===== config.mk =====
export PLATFORM = sky130hd
export DESIGN_NAME = pipe_stage_elastic
export DESIGN_NICKNAME = d
export VERILOG_FILES = /design/src/rtl/pipe_stage_elastic.sv
export SDC_FILE = /design/constraint.sdc
export NUM_CORES = 1
export LEC_CHECK = 0
export CORE_MARGIN = 3
export CORE_UTILIZATION = 50
export CTS_CLUSTER_SIZE = 40
export DETAILED_ROUTE_END_ITERATION = 10
export HOLD_SLACK_MARGIN = 0.12
export PLACE_DENSITY_LB_ADDON = 0.15
export SLEW_MARGIN = 20
export SYNTH_ARGS = -nofsm -noshare
export SYNTH_HDL_FRONTEND = slang
export SYNTH_SLANG_ARGS = --single-unit

===== constraint.sdc =====
create_clock -name clk -period 2.1 [get_ports clk]
set_input_delay 0.42 -clock clk [delete_from_list [all_inputs] [get_ports clk]]
set_output_delay 0.42 -clock clk [all_outputs]
set_load 0.02 [all_outputs]

===== src/rtl/pipe_stage_elastic.sv =====
// Elastic pipeline stage register: valid/ready handshake with a two-entry
// skid buffer, synchronous flush, occupancy report and a saturating stall counter.
module pipe_stage_elastic #(
    parameter int              W           = 140,
    parameter logic [W-1:0]    BUBBLE      = '0,
    parameter bit              ZERO_BUBBLE = 1'b1,
    parameter int              CNT_W       = 16
) (
    input  logic             clk,
    input  logic             rst,
    input  logic             flush,
    input  logic             in_valid,
    output logic             in_ready,
    input  logic [W-1:0]     in_data,
    output logic             out_valid,
    input  logic             out_ready,
    output logic [W-1:0]     out_data,
    output logic [1:0]       occupancy,
    output logic [CNT_W-1:0] stall_cnt,
    input  logic             stall_clr
);

    typedef enum logic [1:0] {
        EMPTY,
        BUSY,
        FULL
    } state_t;

    state_t         state;
    state_t         state_next;
    logic [W-1:0]   main_data;
    logic [W-1:0]   skid_data;
    logic           main_valid;
    logic           skid_valid;
    logic           push;
    logic           pop;
    logic           load_main;
    logic           main_from_skid;
    logic           load_skid;

    // Valids are decoded from the state so skid_valid can never be set without main_valid.
    assign main_valid = (state != EMPTY);
    assign skid_valid = (state == FULL);

    assign in_ready  = !skid_valid;
    assign out_valid = main_valid;
    assign push      = in_valid & in_ready;
    assign pop       = main_valid & out_ready;
    assign occupancy = {1'b0, main_valid} + {1'b0, skid_valid};
    assign out_data  = (ZERO_BUBBLE && !main_valid) ? BUBBLE : main_data;

    always_comb begin
        state_next     = state;
        load_main      = 1'b0;
        main_from_skid = 1'b0;
        load_skid      = 1'b0;
        case (state)
            EMPTY: begin
                if (push) begin
                    load_main  = 1'b1;
                    state_next = BUSY;
                end
            end
            BUSY: begin
                if (push && pop) begin
                    load_main = 1'b1;
                end else if (push) begin
                    load_skid  = 1'b1;
                    state_next = FULL;
                end else if (pop) begin
                    state_next = EMPTY;
                end
            end
            FULL: begin
                if (pop) begin
                    load_main      = 1'b1;
                    main_from_skid = 1'b1;
                    state_next     = BUSY;
                end
            end
            default: state_next = EMPTY;
        endcase
    end

    always_ff @(posedge clk) begin
        if (rst || flush) begin
            state     <= EMPTY;
            main_data <= BUBBLE;
            skid_data <= BUBBLE;
        end else begin
            state <= state_next;
            if (load_main) begin
                main_data <= main_from_skid ? skid_data : in_data;
            end
            if (load_skid) begin
                skid_data <= in_data;
            end
        end
    end

    // Counts upstream stall cycles; flush deliberately leaves it alone.
    always_ff @(posedge clk) begin
        if (rst || stall_clr) begin
            stall_cnt <= '0;
        end else if (in_valid && !in_ready && (stall_cnt != {CNT_W{1'b1}})) begin
            stall_cnt <= stall_cnt + {{(CNT_W-1){1'b0}}, 1'b1};
        end
    end

endmodule


==> metrics.md, run 1 <==
| Metric | Value |
|---|---|
| Gpl congestion | approximately 0.83 |
| Synth warn | 0 |
| Comb pwr share | 10.4% |
| Reg power frac | roughly 46% |
| Post-synth top flop | dfxtp_1 |
| Site Rows | between 50 and 60 |
| Avg Inst Size Synth | between 7 and 8 um2 |
| Iteration-0 DRC Markers | around 1200 |
| Slew margin rel. | a little under three quarters |
| DR vias | about 13000 |
| Crit path arrival time | 1.79 ns |
| Outcome | finished, violations left |
| Die footprint | 27800 um2 |
| P per Cell Area | 724 nW/um2 |
| Reg2reg setup slack | 0.10 ns |
| CTS tree | done |
| Final Setup Violations | 82 |
| H-tree depth | 1 |
| Most common cell after layout, fill and taps aside | nand2_1 |
| Clk_lat worst skew | between 0.5 and 0.6 ns |
| Total GRT Usage | between 20% and 30% |
| Critical path data required time | roughly 1.7 ns |
| Critical path cell sequence | or2_4, buf_8, and2_1, clkdlybuf4s15_2 |
| Hold crit path type | input port to flop |
| Syn Inst Count | between 1500 and 2000 |
| Hold wc startpoint | out_ready |
| Worst r2r dst | main_data[57] |
| CTS Buf Count | 31 |
| CP peak stage delay | 0.33 ns |
| IO Pins | a little over 300 |
| Leakage | roughly 0.0069 uW |
| Core area | 25300 um2 |
| CP Capture Type | output port |
| TNS Setup | -3.77 ns |
| Asr flop ratio synth | 0% |
| Starting Density | a little over 50% |
| Vias in the first global route | 11800 |
| DP Worst Slack | -0.0842 ns |
| Register bit count reported by yosys | 298 |
| R2R cell count | 8 |
| P_int | a little under 10000 uW |
| Critical R2R Launch | state[1] |
| Max Root-Sink Buffers | 3 |
| VDD IR max | 0.488 mV |
| Mapped Area | roughly 13000 um2 |
| GR Overflow Total | 0 |
| Fmax | about 450 MHz |
| RSZ-0062 raised after global routing | yes |
| Vias per cell | approximately 5.5 |
| Hold violation count in the final report | 0 |
| Root buffer cell | clkbuf_16 |
| Worst setup SP type | flop |
| Pre-antenna DRT Iters | 7 |
| Syn Nets | 1819 |
| Final WL | around 39000 um |
| Slew @ Worst Pin | around 0.42 ns |
| Sw power | 3000 uW |
| Largest net degree at the start of global routing | 72 |
| Routed Antenna Nets | 0 |
| Post-Route Skew | about 0.0073 ns |
| Layout cell share with drive strength beyond 1 | around 17% |
| Port bufs | roughly 310 |
| EDFF count, synth | 0 |
| Routed length per instance | 17.0 um |
| Hpwl dp | 23500 um |
| Max Cap Viol | 0 |
| Cells on Worst Hold Path | 3 |
| Count of cell types in the netlist | 37 |
| Die height | between 150 and 200 um |
| Crit path max fanout | 19 |
| Post-route cell area | between 15000 and 20000 um2 |
| Crit Path Class | flop to output port |
| First-pass GRT wire length | just over 60000 um |
| Post-route setup slack | -0.109 ns |
| Clock-pin slew on the worst setup and hold paths | ~0.060 ns |
| Most frequent cells in the layout | 428 x nand2_1, 296 x dfxtp_1, 158 x clkdlybuf4s50_1 |
| Crit path max-delay cell type | dfxtp_2 |
| Post-layout nets | between 2000 and 2500 |
| Placed cells | roughly 2200 |
| Initial antenna violation count | 4 |
| Area grow syn2layout | 36.8% |
| Register area share after synthesis | ~46% |
| Total clock sinks | between 200 and 300 |
| Period utilisation layout | 105% |
| Remaining DRCs | 0 |
| Failing checks | setup timing |
| Final design utilization | between 60% and 70% |
| Non-filler cells, final | about 2300 |
| Count of pins over their slew limit | 0 |
| Placed Area | 16500 um2 |
| Hold path endpoint | state[1] |
| Die width | about 170 um |
| Switching Fraction | a little under a quarter |
| Clock power frac | between 40% and 50% |
| Post-layout minimum cycle time | 2.21 ns |
-- repair_timing --
item	CTS	global route
buffers inserted	2	1
hold buffers	0	0
resized for setup	470	251
cloned	1	7
pin swaps	1	32
setup endpoints to repair	144	201
-- power groups by stage --
stage | Combinational, uW | Clock (uW) | Sequential (uW)
3_5_place_dp | 1270 | 0 | 5980
4_1_cts | 1270 | 5650 | 5860
5_1_grt | 1450 | 5890 | 5880
2_1_floorplan | 630 | 0 | 5960
3_3_place_gp | 1250 | 0 | 5980
6_report | 1330 | 5580 | 5870
-- kinds of logic (layout without fill, tap and decap cells) --
group | count (synthesis) | after routing | share of synthesized area [%]
adder cells (fa/ha/maj) | 1 | 1 | 0.0970
XOR/XNOR | 1 | 1 | 0.0679
AO/OA/AOI/OAI | 310 | 310 | 16.3
buffers and inverters | 162 | 431 | 5.73
AND/OR/NAND/NOR | 897 | 898 | 31.3
multiplexers | 3 | 3 | 0.233
flip-flops | 298 | 298 | 46.3
other | 0 | 2 | 0
-- flip-flops by register name (all words and copies together) (netlist names) --
register	cells
main_data	140
skid_data	140
stall_cnt	16
state	2
-- through the flow --
step	total power [uW]	hold slack (ns)
after floorplan	6590	0.437
after global placement	7230	0.441
after detailed placement	7250	0.447
after CTS	12800	0.428
after global routing	13200	0.427
final	12800	0.432
-- worst max-delay path by stage --
stage               slack (ns)  cells past startpoint      from            end
floorplan                 0.34                      5  state[1]  out_data[100]
global placement         -0.03                      6  in_valid  stall_cnt[13]
detailed placement       -0.08                      7  in_valid  main_data[72]
CTS                      -0.19                      4  state[0]   out_data[91]
global route             -0.17                      4  state[1]  out_data[118]
finish                   -0.11                      4  state[1]  out_data[113]
-- routing by layer --
layer / vias up / wire, um / GRT usage, %
li1: 6199 / - / -
met1: 5890 / 16500 / 33.6
met2: 458 / 18700 / 42.8
met3: 60 / 2740 / 5.34
met4: 4 / 836 / 7.17
met5: - / 23 / 0
-- layout make-up --
cell class	count	area, um2
Multi-Input combinational cell	1213	6370
Tap cell	330	413
Clock buffer	44	905
Antenna cell	2	5.00
Sequential cell	298	5970
Fill cell	2049	7620
Inverter	1	3.75
Timing Repair Buffer	373	3830
Clock inverter	13	144
-- synth_stat cells, drive strengths merged, types with 2 or more instances --
library cell | n | share of area [%]
buf | 66 | 2.9
o21ai | 11 | 0.43
o31ai | 2 | 0.12
dfxtp | 298 | 46
clkbuf | 95 | 2.8
a311oi | 140 | 9.5
mux2i | 3 | 0.23
nor2b | 3 | 0.16
nand4 | 8 | 0.49
and2 | 141 | 6.8
nor3 | 4 | 0.16
and4 | 2 | 0.14
or2 | 3 | 0.15
nand2 | 429 | 12
nor2 | 144 | 4.2
nand3 | 143 | 5.6
a21oi | 154 | 6.0
and3 | 2 | 0.097
or3 | 12 | 0.58
-- worst max-delay path, delay by kind of cell (launching register included) --
family                 cells  cell delay (ns)
AND/OR/NAND/NOR            2             0.49
flip-flops                 1             0.33
buffers and inverters      2             0.43
(Power assumes the default switching activity.)
==> run 2: changes to the inputs <==
--- a/config.mk
+++ b/config.mk
@@ -11,6 +11,7 @@
 export DETAILED_ROUTE_END_ITERATION = 10
 export HOLD_SLACK_MARGIN = 0.12
 export PLACE_DENSITY_LB_ADDON = 0.15
+export SETUP_SLACK_MARGIN = 0.15
 export SLEW_MARGIN = 20
 export SYNTH_ARGS = -nofsm -noshare
 export SYNTH_HDL_FRONTEND = slang
==> metrics.md, run 2 (synthesized netlist as in run 1, its figures left out) <==
| Metric | Value |
|---|---|
| Starting Density | 51.1% (unchanged) |
| Hold violation count in the final report | 0 (unchanged) |
| Crit Path Class | flop to output port |
| CTS tree | done |
| Final WL | 39200 um (+1.1%) |
| H-tree depth | 1 (unchanged) |
| Pre-antenna DRT Iters | 6 (-1) |
| Vias in the first global route | 11800 (-0.025%) |
| Outcome | finished, violations left |
| Failing checks | setup timing |
| Total clock sinks | 298 (unchanged) |
| Post-cts hold buffer count | 0 (unchanged) |
| Crit path max fanout | 6 (-13) |
| Largest net degree at the start of global routing | 72 (unchanged) |
| Post-route setup slack | -0.141 ns (-0.0318 ns) |
| Layout cell share with drive strength beyond 1 | 17.9% (+0.96 points) |
| CTS Buf Count | 31 (unchanged) |
| Routed Antenna Nets | 0 (unchanged) |
| Minimum hold slack | 0.428 ns (-0.00339 ns) |
| Area grow syn2layout | 38.9% |
| Worst setup SP type | flop |
| Clock power frac | 43.5% (about the same) |
| DR vias | 12700 (+0.80%) |
| Leakage | 0.00719 uW (+4.9%) |
| VDD IR max | 0.499 mV (+2.3%) |
| Hold crit path type | input port to flop |
| GR Overflow Total | 0 (unchanged) |
| Initial antenna violation count | 4 (unchanged) |
| Multi-input logic area | 6390 um2 (+0.43%) |
| Fmax | 446 MHz (-1.4%) |
| Reg power frac | 45.8% (about the same) |
| Comb pwr share | 10.7% (+0.3 points) |
| Iteration-0 DRC Markers | 1219 (+0.83%) |
| Placed cells | 2204 (unchanged) |
| Slew margin rel. | 71.6% (about the same) |
| Crit path arrival time | 1.82 ns (+0.03 ns) |
| Vias per cell | 5.57 (+0.45%) |
| Most frequent cells in the layout | 428 x nand2_1, 296 x dfxtp_1, 154 x a21oi_1 |
| Max Root-Sink Buffers | 3 (unchanged) |
| Port bufs | 305 (unchanged) |
| Switching Fraction | 23.5% (about the same) |
| Max Cap Viol | 0 (unchanged) |
| Clk_lat worst skew | 0.54 ns (about the same) |
| Routed length per instance | 17.2 um (+0.76%) |
| Largest registers | main_data x140, skid_data x140, stall_cnt x16 |
| Count of pins over their slew limit | 0 (unchanged) |
| Remaining DRCs | 0 (unchanged) |
| Post-layout minimum cycle time | 2.24 ns (+0.0318 ns) |
| IO Pins | 306 (unchanged) |
| # fillers | 2043 (-0.29%) |
| Period utilisation layout | 107% (+1.5 points) |
| Non-filler cells, final | 2282 (+0.35%) |
| P_int | 9800 uW (+0.22%) |
| Crit path max-delay cell type | dfxtp_2 |
| Sw power | 3010 uW (+0.15%) |
| Final design utilization | 70.9% (+1.1 points) |
| Site Rows | 58 (unchanged) |
| RSZ-0062 raised after global routing | yes |
| First-pass GRT wire length | 60500 um (about the same) |
| CP peak stage delay | 0.34 ns (about the same) |
| CP Capture Type | output port |
| Clock-pin slew on the worst setup and hold paths | 0.06 ns (about the same) |
| Final Setup Violations | 113 (+38%) |
| Slew @ Worst Pin | 0.423 ns (+0.000702 ns) |
| Hpwl dp | 23500 um (unchanged) |
| Root buffer cell | clkbuf_16 |
| Die width | 167 um (unchanged) |
| Die height | 167 um (unchanged) |
| Critical path data required time | 1.68 ns (about the same) |
| Core area | 25300 um2 (unchanged) |
| Die footprint | 27800 um2 (unchanged) |
| Gpl congestion | 0.826 (unchanged) |
| P per Cell Area | 715 nW/um2 (-1.4%) |
| Critical path cell sequence | or2_4, buf_12, clkbuf_16, and2_4, buf_6 |
| Post-Route Skew | 0.00644 ns (-0.000885 ns) |
| Total GRT Usage | 25.6% (about the same) |
| Most common cell after layout, fill and taps aside | nand2_1 |
| Seq. cell area | 5970 um2 (unchanged) |
| Post-layout nets | 2073 (+0.39%) |
[run 2: cell types whose count changed in the layout (fill, tap and decap cells not counted), sizes merged]
cell,previous run,this run
buf,189,190
clkdlybuf4s15,18,25
clkdlybuf4s50,158,144
dlygate4sd2,1,0
dlymetal6s2s,2,17
[run 2: metal layers]
| metal | vias to the layer above | track usage [%] | share of wire [%] |
|---|---|---|---|
| met2 | 454 | 42.8 | 48 |
| met5 | - | 0 | 0.059 |
| met1 | 5979 | 33.6 | 42 |
| li1 | 6217 | - | - |
| met4 | 4 | 7.14 | 2.2 |
| met3 | 58 | 5.44 | 7.5 |
[run 2: path summary, 6_finish.rpt]
path | start | to | slack, ns | cells after the start
hold / removal | out_ready | state[1] | 0.43 | 3
hold reg to reg | skid_data[44] | skid_data[44] | 0.45 | 2
setup reg to reg | state[1] | main_data[70] | 0.24 | 8
setup / recovery | state[1] | out_data[91] | -0.14 | 5
[run 2: timing repair]
| action | 4_1_cts | 5_1_grt |
|---|---|---|
| resized for setup | 470 | 293 |
| pin swaps | 1 | 51 |
| setup buffers | 2 | 7 |
| endpoints found under the setup margin | 160 | 224 |
| cloned | 1 | 9 |
[run 2: power by group through the flow]
stage	Sequential [uW]	Combinational (uW)	Clock, uW
2_1_floorplan	5960	630	0
3_3_place_gp	5980	1250	0
3_5_place_dp	5980	1270	0
4_1_cts	5860	1270	5650
5_1_grt	5880	1480	5890
6_report	5870	1370	5570
[run 2: through the flow]
step / total power, uW / setup TNS (ns) / instance area (um2) / setup slack, ns
after floorplan: 6590 / 0 / 12900 / 0.343
after global placement: 7230 / -0.0694 / 16500 / -0.0268
after detailed placement: 7250 / -2.45 / 16500 / -0.0842
after CTS: 12800 / -15.54 / 17400 / -0.192
after global routing: 13300 / -13.68 / 17900 / -0.184
final: 12800 / -7.54 / 17900 / -0.141
[run 2: cell type report]
class	instances	area share, %
timing repair buffer	381	22.8
clock buffer	44	5.05
sequential	298	33.3
multi-input combinational	1213	35.7
tap	330	2.30
clock inverter	13	0.803
antenna	2	0.0279
inverter	1	0.0210
[run 2: critical path, delay by kind of cell (launching register included)]
family	cells	cell delay [ns]
simple gates	2	0.50
flops	1	0.34
buf+inv	3	0.44
